File: config.mk
export PLATFORM = sky130hd
export DESIGN_NAME = mem_access_unit
export DESIGN_NICKNAME = d
export VERILOG_FILES = /design/src/rtl/mem_access_pkg.sv /design/src/rtl/mem_lane_align.sv /design/src/rtl/mem_access_unit.sv
export SDC_FILE = /design/constraint.sdc
export NUM_CORES = 1
export LEC_CHECK = 0
export CORE_UTILIZATION = 44
export DETAILED_ROUTE_END_ITERATION = 8
export PLACE_DENSITY_LB_ADDON = 0.12
export SLEW_MARGIN = 5
export SYNTH_ARGS = -nofsm -noshare
export SYNTH_HDL_FRONTEND = slang
export SYNTH_HIERARCHICAL = 1
export SYNTH_SLANG_ARGS = --single-unit
File: constraint.sdc
create_clock -name CLK -period 3.8 [get_ports CLK]
set_input_delay 0.76 -clock CLK [delete_from_list [all_inputs] [get_ports CLK]]
set_output_delay 0.76 -clock CLK [all_outputs]
set_load 0.01 [all_outputs]
File: src/rtl/mem_access_pkg.sv
// Shared definitions for the load/store sequencer.
// Op field layout, size codes, FSM states and byte-count helper.
package mem_access_pkg;

    localparam int OP_STORE = 3;
    localparam int OP_UNS   = 2;
    localparam int OP_SZ_HI = 1;
    localparam int OP_SZ_LO = 0;

    localparam logic [1:0] SZ_BYTE = 2'b00;
    localparam logic [1:0] SZ_HALF = 2'b01;
    localparam logic [1:0] SZ_WORD = 2'b10;
    localparam logic [1:0] SZ_ILL  = 2'b11;

    typedef enum logic [1:0] {
        ST_IDLE,
        ST_READ,
        ST_WRITE,
        ST_RESP
    } state_t;

    function automatic logic [2:0] size_bytes(input logic [1:0] sz);
        logic [2:0] n;
        case (sz)
            SZ_BYTE: n = 3'd1;
            SZ_HALF: n = 3'd2;
            default: n = 3'd4;
        endcase
        return n;
    endfunction

endpackage

File: src/rtl/mem_lane_align.sv
// Big-endian lane extraction with sign/zero extension,
// and sub-word merge of store data into a read word.
module mem_lane_align
    import mem_access_pkg::*;
(
    input  logic [1:0]  offset,
    input  logic [1:0]  size,
    input  logic        uns,
    input  logic [31:0] word,
    input  logic [15:0] wdata,
    output logic [31:0] rdata,
    output logic [31:0] merged
);

    logic [7:0]  lane_b;
    logic [15:0] lane_h;

    // Pick the addressed lane; offset 0 is the most significant byte
    always_comb begin
        lane_b = word[31:24];
        case (offset)
            2'd0: lane_b = word[31:24];
            2'd1: lane_b = word[23:16];
            2'd2: lane_b = word[15:8];
            2'd3: lane_b = word[7:0];
            default: lane_b = word[31:24];
        endcase
        lane_h = offset[1] ? word[15:0] : word[31:16];
    end

    // Extend loads and merge store data into the untouched bytes
    always_comb begin
        rdata  = word;
        merged = word;
        case (size)
            SZ_BYTE: begin
                rdata = {{24{~uns & lane_b[7]}}, lane_b};
                case (offset)
                    2'd0: merged = {wdata[7:0], word[23:0]};
                    2'd1: merged = {word[31:24], wdata[7:0], word[15:0]};
                    2'd2: merged = {word[31:16], wdata[7:0], word[7:0]};
                    2'd3: merged = {word[31:8], wdata[7:0]};
                    default: merged = word;
                endcase
            end
            SZ_HALF: begin
                rdata  = {{16{~uns & lane_h[15]}}, lane_h};
                merged = offset[1] ? {word[31:16], wdata}
                                   : {wdata, word[15:0]};
            end
            default: begin
                rdata  = word;
                merged = word;
            end
        endcase
    end

endmodule

File: src/rtl/mem_access_unit.sv
// Load/store sequencer: one request at a time to a big-endian word memory.
// Optional range check enabled by defining MEM_ACCESS_RANGE_CHECK_EN.
module mem_access_unit
    import mem_access_pkg::*;
#(
    parameter int MEM_BYTES = 256
) (
    input  logic        CLK,
    input  logic        Reset,
    input  logic        req_valid,
    output logic        req_ready,
    input  logic [3:0]  req_op,
    input  logic [31:0] req_addr,
    input  logic [31:0] req_wdata,
    output logic        resp_valid,
    output logic [31:0] resp_rdata,
    output logic        resp_err,
    output logic [31:0] address,
    output logic [31:0] DataIn,
    output logic        RW,
    input  logic [31:0] DataOut
);

    state_t      state;
    logic [3:0]  op_q;
    logic [1:0]  off_q;
    logic [15:0] wdata_q;

    logic [1:0]  size_in;
    logic        misaligned;
    logic        range_err;
    logic        req_err;
    logic        accept;
    logic [31:0] lane_rdata;
    logic [31:0] lane_merged;

    mem_lane_align u_align (
        .offset (off_q),
        .size   (op_q[OP_SZ_HI:OP_SZ_LO]),
        .uns    (op_q[OP_UNS]),
        .word   (DataOut),
        .wdata  (wdata_q),
        .rdata  (lane_rdata),
        .merged (lane_merged)
    );

    // Classify the incoming request before it is accepted
    always_comb begin
        size_in    = req_op[OP_SZ_HI:OP_SZ_LO];
        misaligned = ((size_in == SZ_HALF) && req_addr[0])
                   || ((size_in == SZ_WORD) && (req_addr[1:0] != 2'b00));
`ifdef MEM_ACCESS_RANGE_CHECK_EN
        range_err  = ({1'b0, req_addr} + 33'(size_bytes(size_in)))
                   > 33'(MEM_BYTES);
`else
        range_err  = 1'b0;
`endif
        req_err    = (size_in == SZ_ILL) || misaligned || range_err;
        accept     = req_valid && req_ready;
    end

    // Sequencer FSM with all outputs registered
    always_ff @(posedge CLK or posedge Reset) begin
        if (Reset) begin
            state      <= ST_IDLE;
            req_ready  <= 1'b1;
            resp_valid <= 1'b0;
            resp_rdata <= '0;
            resp_err   <= 1'b0;
            address    <= '0;
            DataIn     <= '0;
            RW         <= 1'b0;
            op_q       <= '0;
            off_q      <= '0;
            wdata_q    <= '0;
        end else begin
            unique case (state)
                ST_IDLE: begin
                    if (accept) begin
                        op_q      <= req_op;
                        off_q     <= req_addr[1:0];
                        wdata_q   <= req_wdata[15:0];
                        req_ready <= 1'b0;
                        if (req_err) begin
                            state      <= ST_RESP;
                            resp_valid <= 1'b1;
                            resp_err   <= 1'b1;
                            resp_rdata <= '0;
                        end else if (req_op[OP_STORE]
                                     && (size_in == SZ_WORD)) begin
                            state   <= ST_WRITE;
                            address <= {req_addr[31:2], 2'b00};
                            DataIn  <= req_wdata;
                            RW      <= 1'b1;
                        end else begin
                            state   <= ST_READ;
                            address <= {req_addr[31:2], 2'b00};
                        end
                    end
                end
                ST_READ: begin
                    if (op_q[OP_STORE]) begin
                        state  <= ST_WRITE;
                        DataIn <= lane_merged;
                        RW     <= 1'b1;
                    end else begin
                        state      <= ST_RESP;
                        address    <= '0;
                        resp_valid <= 1'b1;
                        resp_err   <= 1'b0;
                        resp_rdata <= lane_rdata;
                    end
                end
                ST_WRITE: begin
                    state      <= ST_RESP;
                    RW         <= 1'b0;
                    DataIn     <= '0;
                    address    <= '0;
                    resp_valid <= 1'b1;
                    resp_err   <= 1'b0;
                    resp_rdata <= '0;
                end
                ST_RESP: begin
                    state      <= ST_IDLE;
                    resp_valid <= 1'b0;
                    resp_err   <= 1'b0;
                    resp_rdata <= '0;
                    req_ready  <= 1'b1;
                end
            endcase
        end
    end

endmodule

# [Yosys cells after proc, flatten, opt, wreduce, memory -nomap -nowiden]
# Index checks and enable logic that the tools add are counted.
# Widths: inputs -> output; s select.
[totals] input_bits=103 register_bits=124 word_cells=85
[classes] n_mux=37 eq_ne=16 bitwise=3 n_reduce_logical=18
[op_table] op="$mux 32" count=11
[op_table] op="$pmux 32 s3" count=3
[op_table] op="$pmux 32 s2" count=2
[op_table] op="$pmux 32 s4" count=1
[op_table] op="$pmux 8 s4" count=1
[op_table] op="$mux 16" count=1
[op_table] op="$eq 2x2->1 const B" count=6
[op_table] op="$ne 2x2->1 const B" count=6
[op_table] op="$mux 1" count=10
[op_table] op="$eq 2x1->1 const B" count=4
[op_table] op="$pmux 2 s4" count=1
[op_table] op="$logic_not 2->1" count=3
[op_table] op="$mux 2" count=3
[op_table] op="$pmux 1 s3" count=2
[op_table] op="$reduce_and 5->1" count=1
[op_table] op="$logic_and 1x1->1" count=4
[op_table] op="$pmux 1 s4" count=1
[op_table] op="$reduce_and 2->1" count=2
[op_table] op="$reduce_and 4->1" count=1
[op_table] op="$reduce_bool 2->1" count=2
[op_table] op="$reduce_and 3->1" count=1
[op_table] op="$reduce_bool 3->1" count=1
[op_table] op="$and 1x1->1" count=2
[op_table] op="$logic_or 1x1->1" count=2
[op_table] op="other kinds (3)" count=3

# [Longest topological paths before layout]
[depth] ltp_word=7 depth_mapped=9

# [Modules after synthesis]
# Netlist, hierarchy kept.
[by_module_without_submodules] mod="mem_access_unit" cells_each=440 area_each_um2=5355.1 n_inst=1
[by_module_without_submodules] mod="mem_lane_align" cells_each=219 area_each_um2=1624.1 n_inst=1

# [Worst setup path after synthesis]
# Ideal clock, no wire load.
[synth_timing] path_type="register to register" start="reg off_q[1]" end="reg DataIn[16]" path_slack_ps=1766 arrival_time_ps=1906 path_stages_with_launch=8 setup_time_ps=127 n_path_buf=2 period_less_slack_ps=2034 path_cell_list="dfrtp_1 -> buf_4 -> or2_2 -> buf_4 -> nor2_8 -> mux2_2 -> a22o_1 -> mux2_1"
[synth_via] elab_chain_cells=5
[synth_rtl] element="from (decl)" line="mem_access_unit.sv:26" source="logic [1:0] off_q;"
[synth_rtl] element="from (signal assigned)" line="mem_access_unit.sv:81" source="off_q <= req_addr[1:0];"
[synth_rtl] element="$eq 2x2->1 (tied with other cells)" line="mem_lane_align.sv:38" source="case (offset)"
[synth_rtl] element="$pmux 32 s4" line="mem_lane_align.sv:38"
[synth_rtl] element="$pmux 32 s2 *" line="mem_lane_align.sv:35" source="case (size)"
[synth_rtl] element="via lane_merged[16]" line="mem_access_unit.sv:35" source="logic [31:0] lane_merged;"
[synth_rtl] element="$mux 32 *" line="mem_access_unit.sv:102" source="if (op_q[OP_STORE]) begin"
[synth_rtl] element="$pmux 32 s3 *" line="mem_access_unit.sv:77" source="unique case (state)"
[synth_rtl] element="to (signal assigned)" line="mem_access_unit.sv:93" source="DataIn <= req_wdata;"
[synth_rtl] element="to (signal assigned)" line="mem_access_unit.sv:104" source="DataIn <= lane_merged;"
[synth_rtl] element="to (decl)" line="mem_access_unit.sv:19" source="output logic [31:0] DataIn,"
# The timed path passes the listed nets; every way through them passes the cells marked *. The select of a mux whose other input is x is not followed.
# A chain may end at the register's enable or synchronous reset.

# [Worst setup path after layout]
[layout_timing] start="reg off_q[1]" end="reg resp_rdata[29]"
[layout_via] elab_chain_cells=6
[layout_rtl] element="$eq 2x2->1 (tied with other cells)" line="mem_lane_align.sv:21" source="case (offset)"
[layout_rtl] element="$pmux 8 s4" line="mem_lane_align.sv:21"
[layout_rtl] element="$and 1x1->1" line="mem_lane_align.sv:37" source="rdata = {{24{~uns & lane_b[7]}}, lane_b};"
[layout_rtl] element="$pmux 32 s2 *" line="mem_lane_align.sv:35"
[layout_rtl] element="via lane_rdata[29]" line="mem_access_unit.sv:34" source="logic [31:0] lane_rdata;"
[layout_rtl] element="$mux 32 *" line="mem_access_unit.sv:102"
[layout_rtl] element="$pmux 32 s3 *" line="mem_access_unit.sv:77"
[layout_rtl] element="to (signal assigned)" line="mem_access_unit.sv:111" source="resp_rdata <= lane_rdata;"
[layout_rtl] element="to (decl)" line="mem_access_unit.sv:16" source="output logic [31:0] resp_rdata,"
# Marks and branches as above.

==> summary.md <==
| Metric | Value |
|---|---|
| Starting density of the core | `45.57%` |
| Slowest-stage cell, CP | `dfrtp_1` |
| Clock power share | `19.3%` |
| Max Cap Viol | `0` |
| Synth top area share | `43.38%` |
| RSZ-0062 raised after global routing | `false` |
| Post-CTS setup buffers | `0` |
| Post-CTS sizing | `0` |
| First-pass GRT wire length | `33450 um` |
| Syn. warnings | `6` |
| Sw frac | `39.96%` |
| Row Count | `45` |
| Vias in the first global route | `6091` |
| DP Cell Count | `1024` |
| Layout cell share with drive strength beyond 1 | `16.57%` |
| Synthesized instance count | `659` |
| Clk buf depth | `2` |
| Worst setup EP type | `flop` |
| CTS sink cnt | `122` |
| Drt initial violations | `565` |
| Die W | `127.9 um` |
| Slew Limit Fails | `0` |
| Final setup vio count | `0` |
| Peak VDD IR | `0.5234 mV` |
| Drc violations | `0` |
| Total Routing Usage GR | `26.88%` |
| Area grow syn2layout | `39.12%` |
| Critical path depth in cells | `5` |
| Placer Congestion | `0.8907` |
| Clk_lat worst skew | `420 ps` |
| Crit Path Class | `flop to flop` |
| CP arrival | `3140 ps` |
| Status | `completed` |
| Seq/Total Area, Yosys | `43.76%` |
| Reg2reg end | `resp_rdata[29]` |
| Die area | `16370 um2` |
| Reg power frac | `25.2%` |
| CP required | `4080 ps` |
| Post-Route Skew | `7.730 ps` |
| CORE AREA | `15310 um2` |
| Delay-heaviest family, CP | `flip-flops` |
| Via density | `5.854` |
| Largest net degree at the start of global routing | `68` |
| Post-synth EDFFs | `0` |
| Yosys reg bits | `122` |
| Cell area after synthesis | `6979 um2` |
| Initial antenna violation count | `0` |
| Critical path buffers and inverters | `1` |
| Crit share post-route | `75.40%` |
| Fin Setup TNS | `0 ps` |
| Peak Freq | `0.3490 GHz` |
| Worst path cell trace | `clkinv_1 -> nand3_1 -> a211oi_1 -> nand2_1 -> o21ai_0` |
| DR pass1 iterations | `5` |
| Power Density | `947.8 nW/um2` |
| Nets | `940` |
| TritonCTS clock tree | `built` |
| CTS clk-pin slew, worst paths | `60 ps` |
| Total wire length | `21400 um` |
| Worst Setup SP | `off_q[1]` |
| Routed Antenna Nets | `0` |
| Critical path launch point type | `flop` |
| CP Capture Point | `resp_rdata[29]` |
| Cts hold-fix bufs | `0` |
| CTS buffer count | `17` |
| Mean Syn Cell Area | `10.59 um2` |
| Antenna diode count | `0` |
| Worst slew pin tran | `926.7 ps` |
| Reg2reg path depth | `5` |
| Top post-synthesis cells by area | `dfrtp_1, mux2_2, mux2_1` |
| # IOs | `203` |
| Fin crit period | `2865 ps` |
| Min-delay worst type | `flop to flop` |
| Post-DP HPWL | `15310 um` |
| Int Pwr | `0.005525 W` |
| Finished Layout Cells | `1056` |
| Leakage | `3.970 nW` |
| Switching power | `0.003677 W` |
| Clock Root Buffer | `clkbuf_16` |
| CP Max Fanout | `22` |
| Slew HR | `38.15%` |
| Reg2Reg Setup Slack | `930 ps` |
| WL/cell | `20.26 um` |
| Post-synthesis async set-or-reset flop share | `100.0%` |
| Worst path max stage delay | `860 ps` |
| Via count | `6182` |
| Synth cell types | `59` |
| RR Startpoint | `off_q[1]` |
| Post-route core utilization | `63.40%` |
| Hold Vio Cnt, Final | `0` |
| Chip height | `127.9 um` |
| GR Overflow Total | `0` |
| Top FF cell, synth | `dfrtp_1` |
| Biggest area consumer among synthesized cells | `dfrtp_1` |
| Number of I/O port buffers | `200` |
| Logic gate share of total power | `55.5%` |
| H-tree depth | `4` |
stage by stage:
step	hold WS [ps]	instance area, um2	total power, W	setup slack, ps
after global placement	464.7	9056	0.007233	620.6
after detailed placement	471.4	9056	0.007398	530.9
final	480.4	9709	0.009202	934.9
after global routing	511.2	9709	0.009740	699.3
after CTS	483.4	9709	0.009221	950.4
after floorplan	473.9	6987	0.005794	1543
registers in the layout (all words and copies together), names as in the netlist:
register and flops:
resp_err 1, resp_rdata 32, wdata_q 16, off_q 2
state 2, req_ready 1, RW 1, resp_valid 1
op_q 4, address 30, DataIn 32
cell families after synthesis:
group,after synthesis,synth area share (%)
buffers and inverters,69,5.145
adder cells (fa/ha/maj),5,0.8964
AO/OA/AOI/OAI,192,19.99
multiplexers,113,19.38
other,1,0.05373
flip-flops,122,43.76
AND/OR/NAND/NOR,157,10.77
layout make-up:
class	instances	area [um2]
Clock buffer	20	466.7
Tap cell	211	264.0
Clock inverter	12	186.4
Sequential cell	122	3054
Timing Repair Buffer	212	2117
Inverter	10	41.29
Multi-Input combinational cell	469	3580
Fill cell	1264	5605
synthesized netlist by cell type, types with 3 or more instances:
cell / instances
dfrtp_1: 121
nand2_1: 77
mux2_2: 74
o21ai_0: 37
o221ai_1: 35
nor2b_1: 34
a21oi_1: 33
a22o_1: 31
mux2_1: 29
clkbuf_1: 26
nor2_1: 24
a2bb2oi_1: 13
buf_2: 11
buf_4: 11
a211oi_1: 9
o22ai_1: 8
a22oi_1: 7
inv_1: 7
mux4_2: 7
buf_6: 6
buf_1: 5
ha_1: 5
nand3_1: 4
o211ai_1: 3
o21ai_1: 3
worst reg2reg max path: stages (launching register included):
cell and delay (ps):
dfrtp_1 860, clkinv_1 750, nand3_1 700, a211oi_1 230
nand2_1 110, o21ai_0 70
layer usage:
metal | global-route usage, % | vias up | wire (um)
li1 | - | 2779 | -
met1 | 35.33 | 3030 | 9014
met2 | 42.74 | 322 | 10140
met3 | 7.220 | 51 | 1760
met4 | 9.481 | 0 | 477
met5 | 0 | - | 0
placed cells by master (no fill, tap or decap), types with 10 or more instances in the layout:
master,instances
nor2b_1,34
nor2_1,24
clkdlybuf4s50_1,200
a22o_1,31
clkbuf_16,17
mux2_2,74
o21ai_0,37
o221ai_1,35
a21oi_1,33
buf_4,10
nand2_1,77
dfrtp_1,121
a2bb2oi_1,13
mux2_1,29
power by group through the flow:
stage / clock (W) / combinational, W / sequential, W
final: 0.00178 / 0.00511 / 0.00232
after global routing: 0.00185 / 0.00549 / 0.00240
after CTS: 0.00181 / 0.00510 / 0.00231
after detailed placement: 0 / 0.00507 / 0.00232
after global placement: 0 / 0.00494 / 0.00230
after floorplan: 0 / 0.00343 / 0.00237
how the worst min path moves through the flow:
stage	startpoint	end	slack (ps)	depth (start not counted)
after floorplan	op_q[1]	op_q[1]	470	1
after global placement	resp_rdata[18]	resp_rdata[18]	460	2
after detailed placement	resp_rdata[13]	resp_rdata[13]	470	2
after CTS	resp_rdata[13]	resp_rdata[13]	480	2
after global routing	DataIn[4]	DataIn[4]	510	1
final	resp_rdata[30]	resp_rdata[30]	480	2
Note: power is estimated with default switching activity, not from simulation.
